## src/rtl/phy_dly_loader.sv

```systemverilog
// PHY delay-programming sequencer: shadow table of per-line delays,
// streamed to the PHY delay-load port on start, followed by a set strobe.
module phy_dly_loader #(
  parameter int         NUM_DLY    = 96,
  parameter logic [7:0] DLY_INIT   = 8'h00,
  parameter int         SET_CYCLES = 2
) (
  input  logic       clk,
  input  logic       rst_in,
  input  logic       wr_en,
  input  logic [6:0] wr_addr,
  input  logic [7:0] wr_data,
  input  logic [6:0] rd_addr,
  output logic [7:0] rd_data,
  input  logic       start,
  input  logic       force_all,
  output logic       busy,
  output logic       done,
  output logic [6:0] dly_addr,
  output logic [7:0] dly_data,
  output logic       ld_delay,
  output logic       set
);

  localparam logic [7:0] NUM_N  = 8'(NUM_DLY);
  localparam logic [6:0] LAST   = 7'(NUM_DLY - 1);
  localparam logic [7:0] SET_N  = 8'(SET_CYCLES);

  typedef enum logic [1:0] {
    IDLE = 2'd0,
    SCAN = 2'd1,
    SETP = 2'd2
  } state_t;

  state_t     state_q, state_d;
  logic [6:0] idx_q, idx_d;
  logic [7:0] cnt_q, cnt_d;
  logic       force_q, force_d;
  logic       set_d, done_d;
  logic       scan;

  logic [7:0]         tbl [NUM_DLY];
  logic [NUM_DLY-1:0] dirty;

  assign scan = (state_q == SCAN);

  always_ff @(posedge clk or posedge rst_in) begin
    if (rst_in) begin
      state_q <= IDLE;
      idx_q   <= '0;
      cnt_q   <= '0;
      force_q <= 1'b0;
    end else begin
      state_q <= state_d;
      idx_q   <= idx_d;
      cnt_q   <= cnt_d;
      force_q <= force_d;
    end
  end

  always_comb begin
    state_d = state_q;
    idx_d   = idx_q;
    cnt_d   = cnt_q;
    force_d = force_q;
    set_d   = 1'b0;
    done_d  = 1'b0;
    unique case (state_q)
      IDLE: begin
        if (start) begin
          state_d = SCAN;
          idx_d   = '0;
          force_d = force_all;
        end
      end
      SCAN: begin
        idx_d = idx_q + 7'd1;
        if (idx_q == LAST) begin
          state_d = SETP;
          cnt_d   = '0;
        end
      end
      SETP: begin
        if (cnt_q < SET_N) begin
          set_d = 1'b1;
          cnt_d = cnt_q + 8'd1;
        end else begin
          done_d  = 1'b1;
          state_d = IDLE;
        end
      end
      default: state_d = IDLE;
    endcase
  end

  // A host write to the entry being scanned wins: its dirty bit survives.
  always_ff @(posedge clk or posedge rst_in) begin
    if (rst_in) begin
      for (int i = 0; i < NUM_DLY; i++) begin
        tbl[i] <= DLY_INIT;
      end
      dirty <= '1;
    end else begin
      for (int i = 0; i < NUM_DLY; i++) begin
        if (wr_en && wr_addr == 7'(i)) begin
          tbl[i]   <= wr_data;
          dirty[i] <= 1'b1;
        end else if (scan && idx_q == 7'(i)) begin
          dirty[i] <= 1'b0;
        end
      end
    end
  end

  always_ff @(posedge clk or posedge rst_in) begin
    if (rst_in) begin
      busy     <= 1'b0;
      done     <= 1'b0;
      set      <= 1'b0;
      ld_delay <= 1'b0;
      dly_addr <= '0;
      dly_data <= '0;
    end else begin
      busy <= (state_d != IDLE);
      done <= done_d;
      set  <= set_d;
      if (scan) begin
        dly_addr <= idx_q;
        dly_data <= tbl[idx_q];
        ld_delay <= dirty[idx_q] | force_q;
      end else begin
        ld_delay <= 1'b0;
      end
    end
  end

  always_ff @(posedge clk or posedge rst_in) begin
    if (rst_in) begin
      rd_data <= '0;
    end else if ({1'b0, rd_addr} < NUM_N) begin
      rd_data <= tbl[rd_addr];
    end else begin
      rd_data <= '0;
    end
  end

endmodule

```

## config.mk

```make
export PLATFORM = sky130hd
export DESIGN_NAME = phy_dly_loader
export DESIGN_NICKNAME = d
export VERILOG_FILES = /design/src/rtl/phy_dly_loader.sv
export SDC_FILE = /design/constraint.sdc
export NUM_CORES = 2
export LEC_CHECK = 0
export ABC_CLOCK_PERIOD_IN_PS = 38900
export CAP_MARGIN = 20
export CELL_PAD_IN_SITES_DETAIL_PLACEMENT = 0
export CELL_PAD_IN_SITES_GLOBAL_PLACEMENT = 1
export CORE_UTILIZATION = 45
export DETAILED_ROUTE_END_ITERATION = 7
export GPL_ROUTABILITY_DRIVEN = 0
export PLACE_DENSITY_LB_ADDON = 0.1
export SETUP_SLACK_MARGIN = 0.5
export SLEW_MARGIN = 0
export SYNTH_ARGS = -nofsm -noshare
export SYNTH_HDL_FRONTEND = slang
export SYNTH_SLANG_ARGS = --single-unit
```

## constraint.sdc

```tcl
create_clock -name clk -period 38.9 [get_ports clk]
set_input_delay 5.835 -clock clk [delete_from_list [all_inputs] [get_ports clk]]
set_output_delay 5.835 -clock clk [all_outputs]
set_load 0.01 [all_outputs]
```

==> results by group <==
STA
  – Hold Fails Final Rpt: 0
  – Fin crit period: 9.06 ns
  – RSZ-0062 raised after global routing: no
  – Final period util: approximately a quarter
  – Final Max Tran Viols: 0
  – Worst rel slew slack: between 20% and 30%
  – Final Skew: 0.0371 ns
  – Setup violators final: 0
  – Slew @ Worst Pin: 1.18 ns
  – Setup TNS: 0 ns
  – PnR worst setup slack: 29.84 ns
  – Max Fclk: 110 MHz

Cells and area
  – Final non-filler cell total: 4672
  – Footprint of the multi-input gates: 23300 um^2
  – Finished Cell Area: between 50000 and 60000 um^2
  – Layout cells sized above 1: between 40% and 50%
  – Register area: 22900 um^2
  – Post-layout nets: roughly 3200
  – Area delta synth->final: 11.6%
  – Number of fill cells: 8763

Yosys
  – Synth cell types: 58
  – Synth Instances: 3234
  – Mapped Avg Cell Area: roughly 15 um^2
  – Synth Register Bits: 909
  – Post-synth top area share: 43.0%
  – Net count after synthesis: 3270
  – Most frequent cell after synthesis: mux2_2
  – Most used DFF post-synth: dfrtp_1
  – Post-synth top area cell: dfrtp_1
  – Mapped Area: 47300 um^2
  – Number of synthesized flops with an enable pin: 0
  – Top post-synthesis cells by count: 827 x mux2_2, 813 x dfrtp_1, 391 x mux4_2
  – FFs w/ async S/R, synth: 100%
  – Sequential fraction of the synthesis area: 48.3%
  – Yosys warning count: 0
  – Top post-synthesis cells by area: dfrtp_1 43%, mux2_2 20%, mux4_2 19%

CTS
  – Clock-pin slew on the worst setup and hold paths: 0.06 ns
  – Root buffer cell: clkbuf_16
  – Clock tree buffer depth: 3
  – Skew-Pair Late Insertion Delay: ~0.7 ns
  – Resized cells post-CTS: 0
  – Postcts setup bufs: 0
  – # hold bufs at CTS: 0
  – H-tree Lvls: 3
  – CTS tree: done
  – Total CTS buffers: about 100
  – Sink Count: 909

Floorplan
  – Io pins: 54
  – Floorplan row count: roughly 120
  – Core area: 104000 um^2
  – Die Height: 326 um
  – Starting Density: 45.5%
  – Die area: 106000 um^2
  – Die X-Extent: 326 um

Placed design
  – Worst slack, placed: 28.97 ns
  – Cell count after placement: 4470
  – Placed Area: around 49000 um^2
  – PortBufs: 53
  – DP HPWL: roughly 100000 um

Global route
  – Vias in the first global route: 31500
  – Pin count of the biggest net entering global routing: 175
  – Total track usage: between 30 and 40%
  – First-pass GRT wire length: 233000 um
  – Grt total ovfl: 0
  – Initial antenna violation count: 2

Hold path
  – Hold Path Class: register to register

Routing
  – DRT antenna net count: 0
  – DRC Markers: 0
  – Vias: 30700
  – Drt pass-1 iters: 7
  – Total Routed Length: 160000 um
  – Via density: between 6 and 7
  – Detailed router's first-iteration violation count: 2825
  – Routed wire per std cell: approximately 34 um

Outcome
  – Status: finished clean

Setup path
  – CP Launch Type: primary input
  – CP max FO: 75
  – CP Capture Type: register
  – Setup CP Type: primary input to register
  – Worst reg-to-reg setup slack: 34.41 ns
  – Data required, critical path: 39.48 ns
  – CP arrival: slightly below 10 ns

Power and ir drop
  – Worst VDD drop: 0.0000438 V
  – P_leak: 22.8 nW
  – Pwr Density: 54.0 nW/um^2
  – Design Power: 2.85 mW

Flow run
  – Max-cap viol count: 0
## critical path: stages
cell and delay (ns):
buf_8 0.62, buf_4 0.78, buf_4 0.68, mux4_2 0.60
mux4_2 0.51, a22oi_1 0.35, nand3_1 0.12
## state kept, by name, indices dropped and copies added, names as in the netlist, 2 cells and up
name	flops
idx_q	7
dly_addr	7
state_q	2
dly_data	8
tbl	768
rd_data	8
cnt_q	8
dirty	96
## layout by cell type, fill, tap and decap left out, drive strengths merged, types with 35 or more instances in the layout
| cell type | Yosys | layout |
|---|---|---|
| dfrtp | 813 | 813 |
| buf | 90 | 93 |
| clkdlybuf4s50 | 0 | 41 |
| nand3 | 35 | 35 |
| o21ai | 173 | 173 |
| a21oi | 45 | 45 |
| mux4 | 391 | 391 |
| mux2 | 827 | 827 |
| dfstp | 96 | 96 |
| mux2i | 122 | 122 |
| clkbuf | 180 | 134 |
| nor2 | 93 | 93 |
| nand2 | 111 | 111 |
| a22oi | 84 | 84 |
## power breakdown
group | total (mW) | leakage, nW | switching [mW] | internal (mW)
Sequential | 1.12 | 12.0 | 0.0885 | 1.03
Clock | 1.06 | 1.82 | 0.419 | 0.638
Combinational | 0.673 | 8.93 | 0.384 | 0.289
## layer usage
metal  GRT usage [%]  wire length, um  share of wire [%]
met2            47.8            75900                 48
met4            10.4             5810                3.6
met1            42.3            67700                 42
met3            5.41            10300                6.4
met5               0                0                  0
## cell families after synthesis
kind of cell | share of synthesized area (%)
adder cells (fa/ha/maj) | 0.238
XOR/XNOR | 0.0555
multiplexers | 40.9
buffers and inverters | 2.54
AO/OA/AOI/OAI | 4.77
flip-flops | 48.3
AND/OR/NAND/NOR | 3.22
## metrics by stage
stage | hold slack, ns | utilization (%)
after floorplan | 0.455 | -
after global placement | 0.468 | 47.1
after detailed placement | 0.470 | 47.1
after CTS | 0.478 | 50.7
after global routing | 0.494 | 50.8
final | 0.478 | 50.8
## area by class of cell
type	instances	area share [%]
diodes	1	0.00474
clock buffers	133	5.47
clock inverters	59	1.51
inverters	9	0.0782
multi-input cells	2046	44.1
flip-flops and latches	909	43.3
well taps	1380	3.27
repair buffers	135	2.21
## final timing paths
check	startpoint	end	depth (start not counted)
max	rd_addr[0]	rd_data[6]	7
min	dirty[36]	dirty[36]	2
max reg2reg	idx_q[0]	dly_data[3]	7
min reg2reg	dirty[36]	dirty[36]	2
max in group asynchronous	rst_in	tbl[383]	5
min in group asynchronous	rst_in	tbl[158]	2
Power figures use the tool's default switching activity.
